<file path="config.mk">
export PLATFORM = sky130hd
export DESIGN_NAME = regbank_dumper
export DESIGN_NICKNAME = d
export VERILOG_FILES = /design/src/rtl/regbank_dump_pkg.sv /design/src/rtl/dump_byte_serializer.sv /design/src/rtl/regbank_dumper.sv
export SDC_FILE = /design/constraint.sdc
export NUM_CORES = 1
export LEC_CHECK = 0
export CORE_UTILIZATION = 55
export CTS_BUF_LIST = sky130_fd_sc_hd__clkbuf_4 sky130_fd_sc_hd__clkbuf_8 sky130_fd_sc_hd__clkbuf_16
export DETAILED_ROUTE_END_ITERATION = 12
export DONT_BUFFER_PORTS = 1
export GPL_TIMING_DRIVEN = 0
export PLACE_DENSITY = 0.79
export SYNTH_ARGS = -nofsm -noshare
export SYNTH_HDL_FRONTEND = slang
export SYNTH_SLANG_ARGS = --single-unit
</file>
<file path="constraint.sdc">
create_clock -name clk -period 2.7 [get_ports clk]
set_input_delay 0.54 -clock clk [delete_from_list [all_inputs] [get_ports clk]]
set_output_delay 0.54 -clock clk [all_outputs]
set_load 0.02 [all_outputs]
</file>
<file path="src/rtl/regbank_dump_pkg.sv">
// Purpose: shared widths and FSM state encoding for the register bank dumper.
// Latency: n/a (declarations only).
// Backpressure: n/a.
package regbank_dump_pkg;

  localparam int REG_ADDR_W = 5;
  localparam int DATA_W     = 32;
  localparam int BYTE_W     = 8;

  typedef enum logic [1:0] {
    IDLE   = 2'd0,
    LOAD   = 2'd1,
    SEND   = 2'd2,
    FINISH = 2'd3
  } dumpState_t;

endpackage

</file>
<file path="src/rtl/dump_byte_serializer.sv">
// Purpose: turns one loaded register word (plus optional index) into a byte stream.
// Latency: first byte valid the cycle after load; one byte per accepted handshake.
// Backpressure: out_data/out_valid hold until out_valid && out_ready.
//
// Ports:
//   clk, rst        clock, synchronous active-high reset (drops any partial record)
//   load            one-cycle strobe: capture loadData/loadIndex and start a record
//   loadData        register word, sent MSB byte first
//   loadIndex       register index, sent first when SEND_INDEX != 0
//   out_data/out_valid/out_ready  byte stream handshake
//   lastAccept      pulses in the cycle the record's final byte is accepted
module dump_byte_serializer
  import regbank_dump_pkg::*;
#(
  parameter int SEND_INDEX = 1
) (
  input  logic                  clk,
  input  logic                  rst,
  input  logic                  load,
  input  logic [DATA_W-1:0]     loadData,
  input  logic [REG_ADDR_W-1:0] loadIndex,
  output logic [BYTE_W-1:0]     out_data,
  output logic                  out_valid,
  input  logic                  out_ready,
  output logic                  lastAccept
);

  localparam logic [2:0] RECORD_LEN = (SEND_INDEX != 0) ? 3'd5 : 3'd4;

  logic [DATA_W-1:0]     shiftReg;
  logic [REG_ADDR_W-1:0] indexReg;
  logic [2:0]            byteCnt;
  logic                  validReg;
  logic                  accept;
  logic                  onIndex;

  assign accept     = validReg && out_ready;
  // The index byte is the first of a 5-byte record; the data word is not
  // shifted while it is on the wire.
  assign onIndex    = (SEND_INDEX != 0) && (byteCnt == 3'd5);
  assign lastAccept = accept && (byteCnt == 3'd1);

  always_ff @(posedge clk) begin
    if (rst) begin
      shiftReg <= '0;
      indexReg <= '0;
      byteCnt  <= '0;
      validReg <= 1'b0;
    end else if (load) begin
      shiftReg <= loadData;
      indexReg <= loadIndex;
      byteCnt  <= RECORD_LEN;
      validReg <= 1'b1;
    end else if (accept) begin
      if (!onIndex) begin
        shiftReg <= {shiftReg[DATA_W-BYTE_W-1:0], {BYTE_W{1'b0}}};
      end
      byteCnt <= byteCnt - 3'd1;
      if (byteCnt == 3'd1) begin
        validReg <= 1'b0;
      end
    end
  end

  always_comb begin
    out_data = '0;
    if (validReg) begin
      out_data = onIndex ? {{(BYTE_W-REG_ADDR_W){1'b0}}, indexReg}
                         : shiftReg[DATA_W-1:DATA_W-BYTE_W];
    end
  end

  assign out_valid = validReg;

endmodule

</file>
<file path="src/rtl/regbank_dumper.sv">
// Purpose: walks a (possibly wrapping) register index range and streams each register out as bytes.
// Latency: first byte valid 2 cycles after start; each record costs 1 load cycle + 4/5 byte cycles.
// Backpressure: byte stream stalls on out_ready low; the FSM waits in SEND, nothing is dropped.
//
// Ports:
//   clk, rst             clock, synchronous active-high reset
//   start                dump request, only honoured in IDLE
//   first_reg, last_reg  inclusive index range, latched on start; last < first wraps through 31
//   abort                stop after the record currently in flight
//   rd_addr, rd_data     combinational register bank read port
//   out_data/out_valid/out_ready  byte stream
//   busy, done           activity flag and one-cycle completion pulse
module regbank_dumper
  import regbank_dump_pkg::*;
#(
  parameter int SEND_INDEX = 1
) (
  input  logic                  clk,
  input  logic                  rst,
  input  logic                  start,
  input  logic [REG_ADDR_W-1:0] first_reg,
  input  logic [REG_ADDR_W-1:0] last_reg,
  input  logic                  abort,
  output logic [REG_ADDR_W-1:0] rd_addr,
  input  logic [DATA_W-1:0]     rd_data,
  output logic [BYTE_W-1:0]     out_data,
  output logic                  out_valid,
  input  logic                  out_ready,
  output logic                  busy,
  output logic                  done
);

  dumpState_t            state;
  dumpState_t            nextState;
  logic [REG_ADDR_W-1:0] cur;
  logic [REG_ADDR_W-1:0] endReg;
  logic                  abortLatched;
  logic                  loadStrobe;
  logic                  lastAccept;
  logic                  recordEnd;

  // An abort arriving in the very cycle of the last byte still counts.
  assign recordEnd = abort || abortLatched || (cur == endReg);

  dump_byte_serializer #(
    .SEND_INDEX(SEND_INDEX)
  ) u_serializer (
    .clk       (clk),
    .rst       (rst),
    .load      (loadStrobe),
    .loadData  (rd_data),
    .loadIndex (cur),
    .out_data  (out_data),
    .out_valid (out_valid),
    .out_ready (out_ready),
    .lastAccept(lastAccept)
  );

  // State register
  always_ff @(posedge clk) begin
    if (rst) begin
      state <= IDLE;
    end else begin
      state <= nextState;
    end
  end

  // Next-state logic
  always_comb begin
    nextState = state;
    case (state)
      IDLE:    if (start) nextState = LOAD;
      LOAD:    nextState = SEND;
      SEND:    if (lastAccept) nextState = recordEnd ? FINISH : LOAD;
      FINISH:  nextState = IDLE;
      default: nextState = IDLE;
    endcase
  end

  // Outputs
  always_comb begin
    busy       = (state != IDLE);
    done       = (state == FINISH);
    loadStrobe = (state == LOAD);
    rd_addr    = (state == IDLE) ? '0 : cur;
  end

  // Range and abort bookkeeping; cur wraps naturally at the address width.
  always_ff @(posedge clk) begin
    if (rst) begin
      cur          <= '0;
      endReg       <= '0;
      abortLatched <= 1'b0;
    end else begin
      case (state)
        IDLE: begin
          abortLatched <= 1'b0;
          if (start) begin
            cur    <= first_reg;
            endReg <= last_reg;
          end
        end
        LOAD: begin
          if (abort) abortLatched <= 1'b1;
        end
        SEND: begin
          if (abort) abortLatched <= 1'b1;
          if (lastAccept && !recordEnd) cur <= cur + REG_ADDR_W'(1);
        end
        default: begin
          abortLatched <= 1'b0;
        end
      endcase
    end
  end

endmodule

</file>
# After elaboration in Yosys (flattened, before gate mapping)
# Cells that the tools add are included.
[op_classes]
multipliers = 0
order_cmp = 0
reduce_logical = 19
addsub = 2
eq_ne = 10
n_mux = 18
n_shift = 0
bitwise = 1
div_mod_pow = 0
[ops]
columns = ["operator", "count"]
rows = [
  ["$mux 32", 3],
  ["$mux 8", 2],
  ["$mux 5", 3],
  ["$pmux 5 s2", 1],
  ["$ne 2x2->1 const B", 4],
  ["$pmux 2 s4", 1],
  ["$reduce_and 2->1", 4],
  ["$reduce_bool 2->1", 4],
  ["$mux 2", 3],
  ["$mux 3", 2],
  ["$reduce_or 2->1", 3],
  ["$add 5x1->5 const B", 1],
  ["$eq 5x5->1", 1],
  ["$eq 2x2->1 const B", 2],
  ["$eq 3x1->1 const B", 1],
  ["$eq 3x3->1 const B", 1],
  ["$logic_and 1x1->1", 3],
  ["$mux 1", 3],
  ["$reduce_and 3->1", 1],
  ["$sub 3x1->3 const B", 1],
  ["$eq 2x1->1 const B", 1],
  ["$logic_not 2->1", 1],
  ["$logic_or 1x1->1", 2],
  ["$logic_not 1->1", 1],
  ["$not 1->1", 1],
]
[word_totals]
reg_bits = 54
in_bits = 47
mem_bits_ro = 0
n_memories = 0
elab_cells = 59
output_inout_bits = 16
ram_bits = 0
latch_bits = 0

# Logic depth before layout (Yosys ltp)
[logic_depth]
depth_word = 6
ltp_mapped = 9

# Cells and area by module
# Synthesis repeated with hierarchy kept, for this count alone.
[hier_totals]
hier_cells = 320
area_unflattened_um2 = 2827.7
[by_module_without_submodules]
columns = ["mod", "area_per_inst_um2", "cells_each", "instances", "seq_area_each_um2"]
rows = [
  ["dump_byte_serializer", 2043.2, 225, 1, 820.8],
  ["regbank_dumper", 784.5, 95, 1, 260.2],
]

# Least setup slack after synthesis
# OpenSTA, ideal clock, no wires.
[synth_path]
kind = "register to output"
from = "reg u_serializer.byteCnt[1]"
to = "out out_data[0]"
arrival_ns = 1.240
path_stages_with_launch = 7
t_required_ns = 2.160
path_slack_ns = 0.920
cell_sequence = "dfxtp_1 inv_1 ha_1 buf_2 nand2_2 nand2_1 a21boi_1"
[synth_via]
elab_chain_len = 3
[synth_rtl]
columns = ["element", "line_no", "source"]
rows = [
  ["from (decl)", "dump_byte_serializer.sv:32", "logic [2:0] byteCnt;"],
  ["from (signal assigned)", "dump_byte_serializer.sv:58", "byteCnt <= byteCnt - 3'd1;"],
  ["$eq 3x3->1", "dump_byte_serializer.sv:40", "assign onIndex = (SEND_INDEX != 0) && (byteCnt == 3'd5);"],
  ["$mux 8", "dump_byte_serializer.sv:68", "out_data = onIndex ? {{(BYTE_W-REG_ADDR_W){1'b0}}, indexReg}"],
  ["$mux 8", "dump_byte_serializer.sv:67", "if (validReg) begin"],
  ["to (decl)", "regbank_dumper.sv:26", "output logic [BYTE_W-1:0] out_data,"],
]
# Every way passes these cells.

# Worst setup path after layout
[layout_path]
from = "reg u_serializer.byteCnt[1]"
to = "out out_data[1]"
# The elaborated chain is that of the path after synthesis.

==> results.json <==
{
  "drt_iter0_markers": 183,
  "rsz0062_at_grt": "no",
  "leakagePower_nw": 1.193,
  "ys_ff_latch": 54,
  "yosys_warnings": 0,
  "wl_per_cell_um": 15.35,
  "dpl_worst_slack_ns": 0.7346,
  "period_share_pct": 85.43,
  "grt_use_total_pct": 22.33,
  "diodes": 0,
  "globalplace.congestion": 0.8505,
  "cts_sinks": 54,
  "drt-pass1-iter-count": 4,
  "core.rowCount": 25,
  "ir_drop_v": 0.0005026,
  "cts_tree": "yes",
  "die_y_um": 72.99,
  "internal_power_mw": 1.562,
  "grt.overflow.total": 0,
  "clockBufferDepth": 2,
  "p_sw_mw": 0.9482,
  "grt_max_degree": 17,
  "finalHoldWorstSlack_ns": 0.3627,
  "dp_hpwl_mm": 4.371,
  "die_w_um": 72.99,
  "grt_pass1_wl_mm": 9.025,
  "drt_wl_total_mm": 5.802,
  "slew_viol_final": 0,
  "syn_nets": 358,
  "crit_fanout": 9,
  "post-cts-setup-buffers": 0,
  "setup.worst_path.class": "reg2out",
  "synthTopCellsByCount": "dfxtp_1 (54), nor2_1 (40), mux2i_1 (30), mux2_1 (25), nand2_1 (24)",
  "maxSlewHeadroom_pct": 63.40,
  "antenna_found_initial": 0,
  "drive_above_1_share_pct": 8.039,
  "setup_viol": 0,
  "fin_total_pwr_mw": 2.510,
  "netlist_instances": 304,
  "worst_ep_required_time_ns": 2.16,
  "cp.arrival_ns": 1.77,
  "end_kind": "output port",
  "worstHoldStart": "rd_data[5]",
  "via_count": 2146,
  "io_pins": 63,
  "reg2reg_to": "cur[1]$_SDFFE_PP0P_",
  "outcome": "finished, final reports clean",
  "worstHoldEndpoint": "u_serializer.shiftReg[5]$_SDFFE_PP0P_",
  "post_cts_resize_count": 0,
  "cts_buffers": 5,
  "reg2reg_depth": 8,
  "holdBufCountCts": 0,
  "grt_pass1_vias": 1890,
  "worstMarginPinSlew_ns": 0.5478,
  "power.share.clock_pct": 17.6,
  "post_dp_cell_area_mm2": 0.002855,
  "n_fill_cell": 442,
  "crit_path_start_kind": "flip-flop",
  "reg2reg_from": "state[0]$_SDFFE_PP0P_",
  "fin_area_mm2": 0.002939,
  "avgSynthCellArea_um2": 9.116,
  "htreeDepth": 2,
  "clkTransAtPathRegs_ns": 0.09,
  "synth_top_area_share_pct": 39.01,
  "yosys-top-cells-area": "dfxtp_1 (39%), mux2i_1 (11%), mux2_1 (10%), nor2_1 (5.4%), a21oi_1 (3.8%)",
  "drc": 0,
  "clockRootBuffer": "clkbuf_8",
  "synth_top_cell_by_area": "dfxtp_1",
  "viasPerCell": 5.677,
  "synth-main-ff-cell": "dfxtp_1",
  "whs_path_depth": 2,
  "core_area_mm2": 0.004786,
  "clk_latency_ns": 0.31,
  "power.density_mw_per_mm2": 854.2,
  "fmax_mhz": 433.6,
  "synth_edf_count": 0,
  "netlist_area_mm2": 0.002771,
  "min_period_ns": 2.307,
  "crit_path_start": "u_serializer.byteCnt[1]$_SDFFE_PP0P_",
  "swShare_pct": 37.77,
  "p_seq_share_pct": 42.9,
  "area_delta_synth_final_pct": 6.050,
  "die_area_mm2": 0.005327,
  "synth_cell_type_count": 40,
  "synth.most_common_cell": "dfxtp_1",
  "num-nets-final": 365,
  "power.share.combinational_pct": 39.4,
  "start_util_pct": 57.91,
  "drtAntennaViolNets": 0,
  "cap_violations": 0,
  "hold_viol_final": 0,
  "fin_skew_ns": 0.01037,
  "rrSetupSlack_ns": 0.78,
  "tns_ns": 0,
  "synth_seq_area_share_pct": 39.01,
  "port_buffers": 0,
  "synthArstFlopShare_pct": 0,
  "hold_path.class": "in2reg",
  "setup_ws_ns": 0.3935
}
flip-flops by register name, indices dropped and copies added, names as in the netlist:
register                cells
u_serializer.shiftReg      32
cur                         5
endReg                      5
u_serializer.indexReg       5
u_serializer.byteCnt        3
state                       2
abortLatched                1
u_serializer.out_valid      1
cell usage in the layout (no fill, tap or decap), drive strengths merged, types with 2 or more instances in the layout:
master and n:
dfxtp 54, nor2 41, mux2i 30, mux2 26, nand2 26, a21oi 21, clkbuf 16, nand3 12
buf 12, nand3b 10, ha 7, inv 6, nor2b 6, a21boi 5, xor2 5, and3 4
o21ai 4, nor3 4, o21ba 3, a41oi 2, xnor2 2, nand4 2, clkinvlp 2, a211oi 2
how the worst max path moves through the flow:
stage                  endpoint  slack [ns]
floorplan           out_data[0]        0.92
global placement    out_data[1]        0.78
detailed placement  out_data[1]        0.73
CTS                 out_data[1]        0.39
global route        out_data[1]        0.26
finish              out_data[1]        0.39
worst max-delay path, cell delays in order (launching register included):
cell and delay, ns:
dfxtp_1 0.34, inv_1 0.06, ha_1 0.17, buf_2 0.18
nand2_2 0.18, nand2_1 0.07, a21boi_1 0.46
cell type report:
class	instances	area, um2	area share, %
plain buffers	23	122.6	4.172
clock buffers	5	68.82	2.341
clock inverters	2	15.01	0.5109
inverters	6	22.52	0.7663
multi-input cells	221	1545	52.58
flip-flops and latches	54	1081	36.78
well taps	67	83.83	2.852
per-layer routing:
metal	global-route usage [%]	up-vias	wire [um]
met2	33.64	55	2691
met3	5.249	10	381
li1	-	1060	-
met1	30.94	1021	2641
met5	0	-	0
met4	8.497	0	88
power groups by stage:
stage	Sequential, mW	Clock, mW	Combinational (mW)
2_1_floorplan	1.05	0	0.829
3_3_place_gp	1.09	0	0.953
3_5_place_dp	1.10	0	0.985
4_1_cts	1.08	0.445	0.990
5_1_grt	1.10	0.479	1.09
6_report	1.08	0.443	0.990
logic make-up after synthesis:
| kind of cell | after synthesis | synth area share, % |
|---|---|---|
| and+or+nand+nor | 109 | 19.19 |
| muxes | 56 | 21.40 |
| DFF | 54 | 39.01 |
| AOI/OAI and AO/OA | 42 | 9.798 |
| buffers and inverters | 29 | 5.237 |
| xor gates and xnor gates | 7 | 2.212 |
| adders and majority gates | 7 | 3.160 |
per-stage QoR:
stage	utilization, %	std cells
after floorplan	-	304
after detailed placement	59.66	371
after global placement	59.66	371
final	61.41	378
after global routing	61.41	378
after CTS	61.41	378
(Power assumes the default switching activity.)
